[src/rtl/i2c_write_sequencer_if.sv]
// Bundles the requester, control/status and engine-side signals of the I2C write sequencer.
// slave: the sequencer's view. It takes push/go/engComplete and drives status plus the engine controls.
// master: the view of whatever surrounds the sequencer (requester and byte engine).
interface i2c_write_sequencer_if #(
  parameter int FIFO_DEPTH = 16
);
  localparam int LEVEL_W = $clog2(FIFO_DEPTH) + 1;

  // requester side
  logic               pushValid;
  logic [7:0]         pushData;
  logic               pushReady;
  // transaction control / status
  logic               go;
  logic               addrOverride;
  logic [6:0]         slaveAddr;
  logic               busy;
  logic               done;
  logic               timeoutErr;
  logic [LEVEL_W-1:0] fifoLevel;
  // byte engine side
  logic [1:0]         engInstruction;
  logic               engEnable;
  logic [7:0]         engByteToSend;
  logic               engComplete;

  modport slave (
    input  pushValid, pushData, go, addrOverride, slaveAddr, engComplete,
    output pushReady, busy, done, timeoutErr, fifoLevel,
           engInstruction, engEnable, engByteToSend
  );

  modport master (
    output pushValid, pushData, go, addrOverride, slaveAddr, engComplete,
    input  pushReady, busy, done, timeoutErr, fifoLevel,
           engInstruction, engEnable, engByteToSend
  );
endinterface

[src/rtl/i2c_write_sequencer.sv]
// Drives a byte-level I2C engine through START, address+W, N buffered payload bytes and STOP.
// Latency: busy rises the cycle after an accepted go. Each engine step takes ISSUE/WAIT/RELEASE cycles.
// Backpressure: pushReady drops when the FIFO is full, except in a pop cycle. go is ignored unless idle.
// Ports: clk, resetN (async, active low), bus (i2c_write_sequencer_if.slave).
module i2c_write_sequencer #(
  parameter int         FIFO_DEPTH     = 16,
  parameter logic [6:0] DEFAULT_ADDR   = 7'h3C,
  parameter int         TIMEOUT_CYCLES = 4096
) (
  input  logic                        clk,
  input  logic                        resetN,
  i2c_write_sequencer_if.slave        bus
);
  localparam int AW = $clog2(FIFO_DEPTH);
  localparam int LW = AW + 1;
  localparam int TW = $clog2(TIMEOUT_CYCLES + 1);

  localparam logic [1:0] INSTR_START = 2'd0;
  localparam logic [1:0] INSTR_STOP  = 2'd1;
  localparam logic [1:0] INSTR_WRITE = 2'd3;

  typedef enum logic [2:0] {S_IDLE, S_ISSUE, S_WAIT, S_RELEASE, S_FLUSH, S_DONE} state_t;
  typedef enum logic [1:0] {P_START, P_ADDR, P_DATA, P_STOP} phase_t;

  state_t          state, state_nxt;
  phase_t          phase, phase_nxt;
  logic [7:0]      mem [FIFO_DEPTH];
  logic [AW-1:0]   wr_ptr, rd_ptr;
  logic [LW-1:0]   level;
  logic [LW-1:0]   count;       // payload bytes still owed to this transaction
  logic [7:0]      addr_byte;
  logic [TW-1:0]   step_cnt;
  logic [1:0]      instr_q;
  logic [7:0]      byte_q;
  logic            timeout_err_q;
  logic            full, push, pop, go_acc, step_timeout;
  logic            busy_c, done_c, enable_c;

  assign full         = (level == LW'(FIFO_DEPTH));
  // Pops happen when a DATA step completes and while an aborted transaction discards its bytes.
  assign pop          = (state == S_WAIT && phase == P_DATA && bus.engComplete) ||
                        (state == S_FLUSH && count != '0);
  // A same-cycle pop frees a slot, so a push is still taken when full.
  assign bus.pushReady = !full || pop;
  assign push         = bus.pushValid && bus.pushReady;
  assign go_acc       = (state == S_IDLE) && bus.go;
  assign step_timeout = (state == S_ISSUE || state == S_WAIT) &&
                        (step_cnt == TW'(TIMEOUT_CYCLES - 1));

  // Phase that follows the current step. count has already been decremented by the time RELEASE is reached.
  always_comb begin
    phase_nxt = phase;
    unique case (phase)
      P_START:        phase_nxt = P_ADDR;
      P_ADDR, P_DATA: phase_nxt = (count != '0) ? P_DATA : P_STOP;
      P_STOP:         phase_nxt = P_STOP;
    endcase
  end

  // FSM: state register
  always_ff @(posedge clk or negedge resetN) begin
    if (!resetN) state <= S_IDLE;
    else         state <= state_nxt;
  end

  // FSM: next state. A step's own progress wins over a timeout landing in the same cycle.
  always_comb begin
    state_nxt = state;
    unique case (state)
      S_IDLE:    if (bus.go) state_nxt = S_ISSUE;
      S_ISSUE:   if (!bus.engComplete) state_nxt = S_WAIT;
                 else if (step_timeout) state_nxt = S_FLUSH;
      S_WAIT:    if (bus.engComplete) state_nxt = S_RELEASE;
                 else if (step_timeout) state_nxt = S_FLUSH;
      S_RELEASE: state_nxt = (phase == P_STOP) ? S_DONE : S_ISSUE;
      S_FLUSH:   if (count == '0) state_nxt = S_DONE;
      S_DONE:    state_nxt = S_IDLE;
      default:   state_nxt = S_IDLE;
    endcase
  end

  // FSM: outputs. During the done cycle busy is already low, but the block only reaches IDLE on the next cycle.
  always_comb begin
    busy_c   = 1'b0;
    done_c   = 1'b0;
    enable_c = 1'b0;
    unique case (state)
      S_ISSUE, S_WAIT: begin busy_c = 1'b1; enable_c = 1'b1; end
      S_RELEASE, S_FLUSH: busy_c = 1'b1;
      S_DONE:             done_c = 1'b1;
      default: ;
    endcase
  end

  assign bus.busy           = busy_c;
  assign bus.done           = done_c;
  assign bus.engEnable      = enable_c;
  assign bus.engInstruction = instr_q;
  assign bus.engByteToSend  = byte_q;
  assign bus.timeoutErr     = timeout_err_q;
  assign bus.fifoLevel      = level;

  // Payload storage. Contents are meaningless after reset because the pointers restart.
  always_ff @(posedge clk) begin
    if (push) mem[wr_ptr] <= bus.pushData;
  end

  always_ff @(posedge clk or negedge resetN) begin
    if (!resetN) begin
      wr_ptr        <= '0;
      rd_ptr        <= '0;
      level         <= '0;
      count         <= '0;
      addr_byte     <= '0;
      step_cnt      <= '0;
      instr_q       <= INSTR_START;
      byte_q        <= '0;
      timeout_err_q <= 1'b0;
      phase         <= P_START;
    end else begin
      if (push) wr_ptr <= wr_ptr + AW'(1);
      if (pop)  rd_ptr <= rd_ptr + AW'(1);
      case ({push, pop})
        2'b10:   level <= level + LW'(1);
        2'b01:   level <= level - LW'(1);
        default: ;
      endcase

      if (go_acc) begin
        // Only bytes already queued belong to this transaction.
        count         <= level;
        addr_byte     <= {(bus.addrOverride ? bus.slaveAddr : DEFAULT_ADDR), 1'b0};
        timeout_err_q <= 1'b0;
        phase         <= P_START;
        instr_q       <= INSTR_START;
        byte_q        <= '0;
        step_cnt      <= '0;
      end else begin
        if (pop) count <= count - LW'(1);
        if (step_timeout && state_nxt == S_FLUSH) timeout_err_q <= 1'b1;
        if (state == S_RELEASE && state_nxt == S_ISSUE) begin
          // Engine inputs are captured on ISSUE entry so they stay put while the head pointer moves.
          phase    <= phase_nxt;
          step_cnt <= '0;
          unique case (phase_nxt)
            P_ADDR:  begin instr_q <= INSTR_WRITE; byte_q <= addr_byte;   end
            P_DATA:  begin instr_q <= INSTR_WRITE; byte_q <= mem[rd_ptr]; end
            P_STOP:  begin instr_q <= INSTR_STOP;  byte_q <= '0;          end
            default: begin instr_q <= INSTR_START; byte_q <= '0;          end
          endcase
        end else if (state == S_ISSUE || state == S_WAIT) begin
          step_cnt <= step_cnt + TW'(1);
        end
      end
    end
  end
endmodule

[src/flat_wrapper.sv]
// flat-port wrapper written by rule: the top's interface ports become plain ports
module i2c_write_sequencer_flat 
#(
  parameter int         FIFO_DEPTH     = 16,
  parameter logic [6:0] DEFAULT_ADDR   = 7'h3C,
  parameter int         TIMEOUT_CYCLES = 4096
)
  (clk, resetN, bus_pushValid, bus_pushData, bus_go, bus_addrOverride, bus_slaveAddr, bus_engComplete, bus_pushReady, bus_busy, bus_done, bus_timeoutErr, bus_fifoLevel, bus_engInstruction, bus_engEnable, bus_engByteToSend);
  i2c_write_sequencer_if #(.FIFO_DEPTH(FIFO_DEPTH)) bus_i ();
  input  logic clk;
  input  logic resetN;
  input wire logic [$bits(bus_i.pushValid)-1:0] bus_pushValid;
  input wire logic [$bits(bus_i.pushData)-1:0] bus_pushData;
  input wire logic [$bits(bus_i.go)-1:0] bus_go;
  input wire logic [$bits(bus_i.addrOverride)-1:0] bus_addrOverride;
  input wire logic [$bits(bus_i.slaveAddr)-1:0] bus_slaveAddr;
  input wire logic [$bits(bus_i.engComplete)-1:0] bus_engComplete;
  output wire logic [$bits(bus_i.pushReady)-1:0] bus_pushReady;
  output wire logic [$bits(bus_i.busy)-1:0] bus_busy;
  output wire logic [$bits(bus_i.done)-1:0] bus_done;
  output wire logic [$bits(bus_i.timeoutErr)-1:0] bus_timeoutErr;
  output wire logic [$bits(bus_i.fifoLevel)-1:0] bus_fifoLevel;
  output wire logic [$bits(bus_i.engInstruction)-1:0] bus_engInstruction;
  output wire logic [$bits(bus_i.engEnable)-1:0] bus_engEnable;
  output wire logic [$bits(bus_i.engByteToSend)-1:0] bus_engByteToSend;
  assign bus_i.pushValid = bus_pushValid;
  assign bus_i.pushData = bus_pushData;
  assign bus_i.go = bus_go;
  assign bus_i.addrOverride = bus_addrOverride;
  assign bus_i.slaveAddr = bus_slaveAddr;
  assign bus_i.engComplete = bus_engComplete;
  assign bus_pushReady = bus_i.pushReady;
  assign bus_busy = bus_i.busy;
  assign bus_done = bus_i.done;
  assign bus_timeoutErr = bus_i.timeoutErr;
  assign bus_fifoLevel = bus_i.fifoLevel;
  assign bus_engInstruction = bus_i.engInstruction;
  assign bus_engEnable = bus_i.engEnable;
  assign bus_engByteToSend = bus_i.engByteToSend;
  i2c_write_sequencer #(.FIFO_DEPTH(FIFO_DEPTH), .DEFAULT_ADDR(DEFAULT_ADDR), .TIMEOUT_CYCLES(TIMEOUT_CYCLES)) u_core (.clk(clk), .resetN(resetN), .bus(bus_i));
endmodule
[config.mk]
export PLATFORM = sky130hd
export DESIGN_NAME = i2c_write_sequencer_flat
export DESIGN_NICKNAME = d
export VERILOG_FILES = /design/src/rtl/i2c_write_sequencer_if.sv /design/src/rtl/i2c_write_sequencer.sv /design/src/flat_wrapper.sv
export SDC_FILE = /design/constraint.sdc
export NUM_CORES = 1
export LEC_CHECK = 0
export CORE_MARGIN = 2
export CORE_UTILIZATION = 40
export DETAILED_ROUTE_END_ITERATION = 7
export GPL_TIMING_DRIVEN = 0
export SLEW_MARGIN = 20
export SYNTH_ARGS = -nofsm -noshare
export SYNTH_HDL_FRONTEND = slang
export SYNTH_SLANG_ARGS = --single-unit
[constraint.sdc]
create_clock -name clk -period 3.9 [get_ports clk]
set_input_delay 0.975 -clock clk [delete_from_list [all_inputs] [get_ports clk]]
set_output_delay 0.975 -clock clk [all_outputs]
set_load 0.03 [all_outputs]
# Word-level counts from Yosys, hierarchy flattened
# Memories as Yosys holds them, arrays and structs flattened.
# Index checks and enable logic that the tools add are counted.
# W data, S select, Z words.
[op_classes] add_sub_neg=6 n_eq_ne=17 muxes=31 reduce_logical=25
[op_table] operator="$mux W13" n=3
[op_table] operator="$mux W3" n=6
[op_table] operator="$mux W8" n=2
[op_table] operator="$pmux W8 S2" n=1
[op_table] operator="$pmux W3 S5" n=1
[op_table] operator="$add A13 B1 Y13 const B" n=1
[op_table] operator="$eq A13 B12 Y1 const B" n=1
[op_table] operator="$eq A2 B2 Y1 const B" n=5
[op_table] operator="$mux W5" n=2
[op_table] operator="$pmux W5 S2" n=1
[op_table] operator="$sub A5 B1 Y5 const B" n=2
[op_table] operator="$eq A3 B3 Y1 const B" n=3
[op_table] operator="$add A4 B1 Y4 const B" n=2
[op_table] operator="$logic_and A1 B1 Y1" n=8
[op_table] operator="$mux W1" n=8
[op_table] operator="$mux W2" n=4
[op_table] operator="$reduce_bool A2 Y1" n=4
[op_table] operator="$mux W7" n=1
[op_table] operator="$eq A2 B1 Y1 const B" n=3
[op_table] operator="$eq A3 B1 Y1 const B" n=2
[op_table] operator="$eq A3 B2 Y1 const B" n=2
[op_table] operator="$pmux W2 S3" n=1
[op_table] operator="$reduce_or A2 Y1" n=3
[op_table] operator="$add A5 B1 Y5 const B" n=1
[op_table] operator="other kinds (10)" n=12
[word_totals] reg_bits=54 ramBits=128 elab_cells=91 mem_count=1
[mem_list] memory="u_core.mem" depth=16 word_bits=8 rd=1 rd_clocked_by_memory_dff=0 write_ports=1 line_no="i2c_write_sequencer.sv:27" text="logic [7:0] mem [FIFO_DEPTH];"

# Depth between registers and ports, before layout
# Gate-level depths: netlist (run 1).
[logic_depth] depth_word=10 mapped_depth=13 ltp_nobuf=12

# Worst setup path before layout (run 1)
# Ideal clock, no wire load.
[synth_timing] kind="input to register" from="input bus_engComplete" to="register u_core.level[4], in the netlist u_core.bus.fifoLevel[4]" arrival_time_ns=2.663 required_time_ns=3.760 slack_ns=1.097 path_stages=11 n_path_buf=1 path_cell_list="nand3b_1 > o22a_2 > or2_1 > buf_2 > inv_1 > ha_1 > nor2b_1 > o21ai_0 > nand2b_1 > a311oi_1 > a21oi_1"
[synth_via] elab_chain_cells=6 elab_cells_between_ends=8 classes_between="2 x eq/ne; 1 x mux; 5 x reduce/logical"
[synth_lines] element="start: declaration" line_no="flat_wrapper.sv:17" text="input wire logic [$bits(bus_i.engComplete)-1:0] bus_engComplete;"
[synth_lines] element="$logic_and A1 B1 Y1 *" line_no="i2c_write_sequencer.sv:41" text="assign pop = (state == S_WAIT && phase == P_DATA && bus.engComplete) ||"
[synth_lines] element="$logic_or A1 B1 Y1 *" line_no="i2c_write_sequencer.sv:41"
[synth_lines] element="$logic_or A1 B1 Y1" line_no="i2c_write_sequencer.sv:44" text="assign bus.pushReady = !full || pop;"
[synth_lines] element="$logic_and A1 B1 Y1" line_no="i2c_write_sequencer.sv:45" text="assign push = bus.pushValid && bus.pushReady;"
[synth_lines] element="$eq A2 B1 Y1 / $eq A2 B2 Y1 (equally long branches)" line_no="i2c_write_sequencer.sv:123" text="case ({push, pop})"
[synth_lines] element="$pmux W5 S2 / $reduce_bool A2 Y1 (equally long branches)"
[synth_lines] element="end signal: assignment" line_no="i2c_write_sequencer.sv:124" text="2'b10: level <= level + LW'(1);"
[synth_lines] element="end signal: assignment" line_no="i2c_write_sequencer.sv:125" text="2'b01: level <= level - LW'(1);"
[synth_lines] element="end: declaration" line_no="i2c_write_sequencer.sv:29" text="logic [LW-1:0] level;"
# Every way passes the cells marked *; elsewhere a longest branch is shown, timed or not.
# A chain may end at the register's enable or synchronous reset.

# Worst setup path in the final report (run 1)
[layout_timing] from="input bus_engComplete" to="output bus_pushReady"
[layout_via] elab_chain_cells=3
[layout_lines] element="$logic_and A1 B1 Y1" line_no="i2c_write_sequencer.sv:41"
[layout_lines] element="$logic_or A1 B1 Y1" line_no="i2c_write_sequencer.sv:41"
[layout_lines] element="$logic_or A1 B1 Y1" line_no="i2c_write_sequencer.sv:44"
[layout_lines] element="end: declaration" line_no="flat_wrapper.sv:18" text="output wire logic [$bits(bus_i.pushReady)-1:0] bus_pushReady;"
# No other way between the ends.

==> metrics, run 1 <==
status completed; chip height 144 um; H-tree levels 4; commonest cells after routing, fill and taps aside edfxtp_1, dfrtp_1, clkdlybuf4s50_1, nor2_1, nand2_1; die area 20700 um2; total number of vias 4615; ant diodes 0; initial antenna violation count 0; EDFF count, synth 128; CP Class input pin to output port; port bufs 40; RD Place Congestion 0.797; DP HPWL 11.3 mm; Fin. Hold Viols 0; Antenna Nets Post-Route 0; via count of the first global-routing pass 4615; placed inst area 8580 um2; max frequency 0.261 GHz; clock root cell clkbuf_16; CTS buffer count 17; commonest non-fill, non-tap cell in the layout edfxtp_1; Final nets 615; IO Count 41; syn_area_per_cell 15.1 um2; gate count after technology mapping 519; initial core utilization 40.6%; count of final setup violators 0; global router's overall resource usage 17.1%; Vias/cell 5.39; DRC Markers 0; total wire length 16.8 mm; register area 5190 um2; crit end category output port; LEAKAGE 0.00347 uW; syn_nets 556; pwr/cell area 700 nW/um2; Final period util 98.1%; num rows 51; die extent in x 144 um; CTS max path bufs 2; CP most frequent cell clkdlybuf4s50_1; sequential-to-total area share from yosys stat 66.2%; global-route wire length before repair 25.8 mm; hold slack 0.477 ns; CP Cell Sequence clkdlybuf4s50_1, nand3b_1, o22a_2, buf_6, nand2_1, clkdlybuf4s50_1; crit-path max FO 10; max incr delay on CP 0.68 ns; # clock sinks 182; WL/cell 19.6 um; Worst Tran Pin Value 0.798 ns; final slew viol count 0; register bit total from synthesis 182; worst-skew pair later-pin latency 0.44 ns; Crit path arrival time 2.85 ns; Synth top area share 49.0%; Final Instance Count excl. Fillers 856; layout cells sized above 1 12.9%; Peak VDD IR 0.332 mV; cell family with most CP delay buffers and inverters; Worst setup SP type input pin; Starting DRT DRC Count 288; final instance area 9240 um2; Area Growth Syn to Fin 17.8%; worst hold path class flip-flop to flip-flop; Pre-antenna DRT Iters 4; Clock transition at path regs 0.07 ns; Worst Path Buf+Inv 3; Worst EP required 2.92 ns; Area contributors post-synth edfxtp_1, dfrtp_1, mux4_2; final setup skew 0.0120 ns; library cells used by synthesis 58; r2r setup slk 0.79 ns; Syn Std Cell Area 7850 um2; filler cell count 1698; ys flop type edfxtp_1; yosys warns 0; RSZ-0062 raised after global routing no; maxcap violations 0; grt total ovfl 0; Slew HR 46.6%; multi-input combinational cell area 2450 um2; CTS tree yes; min Tclk post-route 3.83 ns; total core area 19300 um2; area leader, netlist edfxtp_1; FFs w/ async S/R, synth 29.7%; largest net degree at the start of global routing 55; overall power 6470 uW; placed cells 824; Crit-path slowest cell clkdlybuf4s50_1; final core utilization 47.8%
==> cell usage after synthesis (all sizes together), types with 4 or more instances <==
library cell and number:
edfxtp 128, dfrtp 54, nand2 35, nor2 35, mux4 24, and3 17
mux2i 17, a21oi 16, inv 16, xnor2 16, buf 15, ha 15
nand3 11, nor3 10, and2 9, xor2 9, a221o 8, clkbuf 8
o21ai 8, a211oi 7, o221ai 7, a31oi 6, nand2b 5, nand4 4
nor2b 4
==> worst register-to-register path, cell delays in order (launching register included) <==
cell and delay, ns:
dfrtp_1 0.43, inv_1 0.10, ha_1 0.14, nor4b_2 0.44
o22a_2 0.38, or2_1 0.13, buf_2 0.15, inv_1 0.08
ha_1 0.32, nor2b_1 0.14, o21ai_0 0.22, nand2b_1 0.12
a311oi_1 0.27, a21oi_1 0.07
==> area by class of cell <==
cell class	instances	area share, %
multi-input combinational	297	26.6
inverter	17	0.691
clock inverter	15	2.46
buffer	23	1.56
clock buffer	17	4.60
timing repair buffer	40	4.31
tap	265	3.59
sequential	182	56.2
==> power breakdown <==
part | switching [uW] | leakage (uW) | internal (uW)
registers | 203 | 0.00185 | 2400
clock network | 898 | 0.000312 | 908
logic | 1190 | 0.00131 | 864
==> registers in the layout, indices dropped and copies added, names as in the netlist <==
register,flops
u_core.bus.engInstruction,2
u_core.phase,2
u_core.addr_byte,7
u_core.wr_ptr,4
u_core.rd_ptr,4
u_core.state,3
u_core.mem,128
u_core.bus.engByteToSend,8
u_core.bus.timeoutErr,1
u_core.bus.fifoLevel,5
u_core.step_cnt,13
u_core.count,5
==> per-stage QoR <==
stage	setup WS, ns	setup TNS (ns)
final	0.0729	0
after global routing	0.0197	0
after CTS	0.0643	0
after detailed placement	0.0677	0
after global placement	-0.00455	-0.0330
after floorplan	1.10	0
==> path summary, 6_finish.rpt <==
path,cells past startpoint,endpoint,startpoint
min,2,u_core.addr_byte[1],u_core.addr_byte[1]
max,6,bus_pushReady,bus_engComplete
min in group asynchronous,1,u_core.step_cnt[1],resetN
max reg2reg,13,u_core.bus.fifoLevel[4],u_core.count[0]
max in group asynchronous,1,u_core.count[4],resetN
min reg2reg,2,u_core.addr_byte[1],u_core.addr_byte[1]
==> repair_timing <==
| item | in CTS | in global routing |
|---|---|---|
| gates resized for setup | 1 | 0 |
| setup buffers | 0 | 0 |
| hold buffers | 0 | 0 |
| setup endpoints to repair | 1 | 0 |
==> per-layer routing <==
layer  vias to the layer above  global-route usage [%]  share of wire [%]
met5                         -                       0                  0
met4                         0                    6.40                2.0
met3                        24                    4.30                5.0
met2                       114                    27.2                 47
met1                      2375                    22.8                 46
li1                       2102                       -                  -
==> cell families after synthesis <==
group / Yosys count / synth area share [%]
compound gates: 69 / 6.30
xor+xnor: 25 / 2.79
fa+ha+maj: 16 / 2.65
buf+inv: 40 / 2.65
flops: 182 / 66.2
mux: 42 / 9.59
simple gates: 145 / 9.81
Power figures use the tool's default switching activity.
==> run 2: changes to the inputs <==
--- a/config.mk
+++ b/config.mk
@@ -9,6 +9,7 @@
 export CORE_UTILIZATION = 40
 export DETAILED_ROUTE_END_ITERATION = 7
 export GPL_TIMING_DRIVEN = 0
+export SKIP_CTS_REPAIR_TIMING = 1
 export SLEW_MARGIN = 20
 export SYNTH_ARGS = -nofsm -noshare
 export SYNTH_HDL_FRONTEND = slang
==> constraint.sdc (replaced) <==
create_clock -name clk -period 3.95 [get_ports clk]
set_input_delay 0.9875 -clock clk [delete_from_list [all_inputs] [get_ports clk]]
set_output_delay 0.9875 -clock clk [all_outputs]
set_load 0.03 [all_outputs]
==> run 2 against run 1 <==
  * Sequential share of layout area did not move
  * Clock skew rose by 0.0013 ns
  * Via count is 0.52% higher
  * Largest power group unchanged
  * Die area is the same
  * Highest routed layer unchanged
  * First-iteration DRC count rose by 7.6%
  * Worst hold slack got worse by 0.0014 ns
  * Critical endpoint unchanged
  * Largest cell class unchanged
  * Sequential cell count unchanged
  * Global-route usage barely moved
  * Wire length grew 0.34%
  * Final area unchanged
  * Sequential power is essentially flat
  * Count of clock-buffer cells in the layout unchanged
==> metrics, run 2 (same netlist as run 1, synthesis figures left out) <==
logic gate share of total power 31.9% (about the same); total negative slack 0 ns (unchanged); sw frac 35.6% (+0.065 points); commonest cells after routing, fill and taps aside edfxtp_1, dfrtp_1, clkdlybuf4s50_1, nor2_1, nand2_1; initial core utilization 40.6% (unchanged); final setup skew 0.0134 ns (+0.00133 ns); maxcap violations 0 (unchanged); initial antenna violation count 0 (unchanged); DP HPWL 11.3 mm (unchanged); Clock power frac 27.9% (about the same); crit-path max FO 10 (unchanged); max frequency 0.259 GHz; commonest non-fill, non-tap cell in the layout edfxtp_1; global-route wire length before repair 25.8 mm (-0.11%); chip height 144 um (unchanged); largest net degree at the start of global routing 55 (unchanged); ant diodes 0 (unchanged); Slew HR 47.3% (+0.71 points); die extent in x 144 um (unchanged); max reg flops 128 (unchanged); Fin. Hold Viols 0 (unchanged); final slew viol count 0 (unchanged); net load switching power 2270 uW (-0.98%); filler cell count 1698 (unchanged); largest reg by FF count u_core.mem; WL/cell 19.7 um (+0.34%); global router's overall resource usage 17.1% (about the same); Final nets 615 (unchanged); final core utilization 47.8% (unchanged); Area Growth Syn to Fin 17.8% (unchanged); Worst setup SP type input pin; total wire length 16.9 mm (+0.34%); RD Place Congestion 0.797 (unchanged); CTS buffer count 17 (unchanged); status completed; grt total ovfl 0 (unchanged); DRC Markers 0 (unchanged); CTS tree yes; clock root cell clkbuf_16; port bufs 40 (unchanged); RSZ-0062 raised after global routing no; Final period util 97.7%; Crit path arrival time 2.87 ns (+0.02 ns); Peak VDD IR 0.329 mV (-1.0%); LEAKAGE 0.00347 uW (unchanged); layout cells sized above 1 12.9% (unchanged); CP Class input pin to output port; Worst Tran Pin Value 0.787 ns (-0.0106 ns); worst hold path class flip-flop to flip-flop; worst-skew pair later-pin latency 0.44 ns (about the same); CTS max path bufs 2 (unchanged); Internal 4120 uW (-1.3%); crit end category output port; Flop pwr share 40.2% (about the same); IO Count 41 (unchanged); overall power 6390 uW (-1.2%); num rows 51 (unchanged); Clock transition at path regs 0.07 ns (about the same); Antenna Nets Post-Route 0 (unchanged); Worst EP required 2.96 ns (+0.04 ns); H-tree levels 4 (unchanged); Vias/cell 5.42 (+0.52%); count of final setup violators 0 (unchanged); via count of the first global-routing pass 4593 (-0.48%); total core area 19300 um2 (unchanged); total number of vias 4639 (+0.52%); die area 20700 um2 (unchanged); Pre-antenna DRT Iters 5 (+1); min Tclk post-route 3.86 ns; Starting DRT DRC Count 310 (+7.6%); # clock sinks 182 (unchanged); pwr/cell area 692 nW/um2 (-1.2%)
[run 2: cell counts in the layout (fill, tap and decap cells not counted)]
No cell type changed its count.
[run 2: routing by layer]
layer / track usage [%] / part of all wire, %
met1: 23.0 / 44
met2: 27.2 / 47
met3: 3.97 / 6.5
met4: 6.24 / 2.0
met5: 0 / 0
[run 2: metrics by stage]
step | setup WS, ns | instances | hold slack, ns | instance area [um2]
floorplan | 1.13 | 519 | 0.439 | 7850
global placement | 0.0330 | 824 | 0.454 | 8580
detailed placement | 0.0927 | 824 | 0.464 | 8580
CTS | -0.192 | 856 | 0.481 | 9230
global route | 0.0451 | 856 | 0.522 | 9240
finish | 0.0906 | 856 | 0.476 | 9240
[run 2: critical path, cell delays in order]
cell             delay [ns]
clkdlybuf4s50_1        0.57
nand3b_1               0.10
o22a_2                 0.29
buf_6                  0.18
nand2_1                0.06
clkdlybuf4s50_1        0.68
[run 2: area by class of cell]
class	count	area [um2]	share of cell area, %
sequential	182	5190	56.2
clock buffer	17	425	4.60
clock inverter	15	228	2.46
buffer	23	144	1.56
inverter	17	63.8	0.691
timing repair buffer	40	398	4.31
multi-input combinational	297	2450	26.6
tap	265	332	3.59
[run 2: path summary, 6_finish.rpt]
check                      slack, ns  depth (start not counted)                      end                 from
max                             0.09                          6            bus_pushReady      bus_engComplete
min                             0.48                          2      u_core.addr_byte[1]  u_core.addr_byte[1]
max reg2reg                     0.83                         13  u_core.bus.fifoLevel[4]      u_core.count[0]
min reg2reg                     0.48                          2      u_core.addr_byte[1]  u_core.addr_byte[1]
max in group asynchronous       2.86                          1          u_core.count[4]               resetN
min in group asynchronous       0.59                          1       u_core.step_cnt[1]               resetN
[run 2: power by group through the flow]
| stage | logic, uW | registers (uW) | clock network, uW |
|---|---|---|---|
| 2_1_floorplan | 1280 | 2670 | 0 |
| 3_3_place_gp | 2010 | 2590 | 0 |
| 3_5_place_dp | 2060 | 2600 | 0 |
| 4_1_cts | 2060 | 2570 | 1820 |
| 5_1_grt | 2230 | 2600 | 1880 |
| 6_report | 2040 | 2570 | 1790 |
==> run 3: changes to the inputs <==
--- a/config.mk
+++ b/config.mk
@@ -5,6 +5,7 @@
 export SDC_FILE = /design/constraint.sdc
 export NUM_CORES = 1
 export LEC_CHECK = 0
+export CAP_MARGIN = 20
 export CORE_MARGIN = 2
 export CORE_UTILIZATION = 40
 export DETAILED_ROUTE_END_ITERATION = 7
==> results of run 3 <==
Final layout, timing and power as in run 2 (identical DEF).
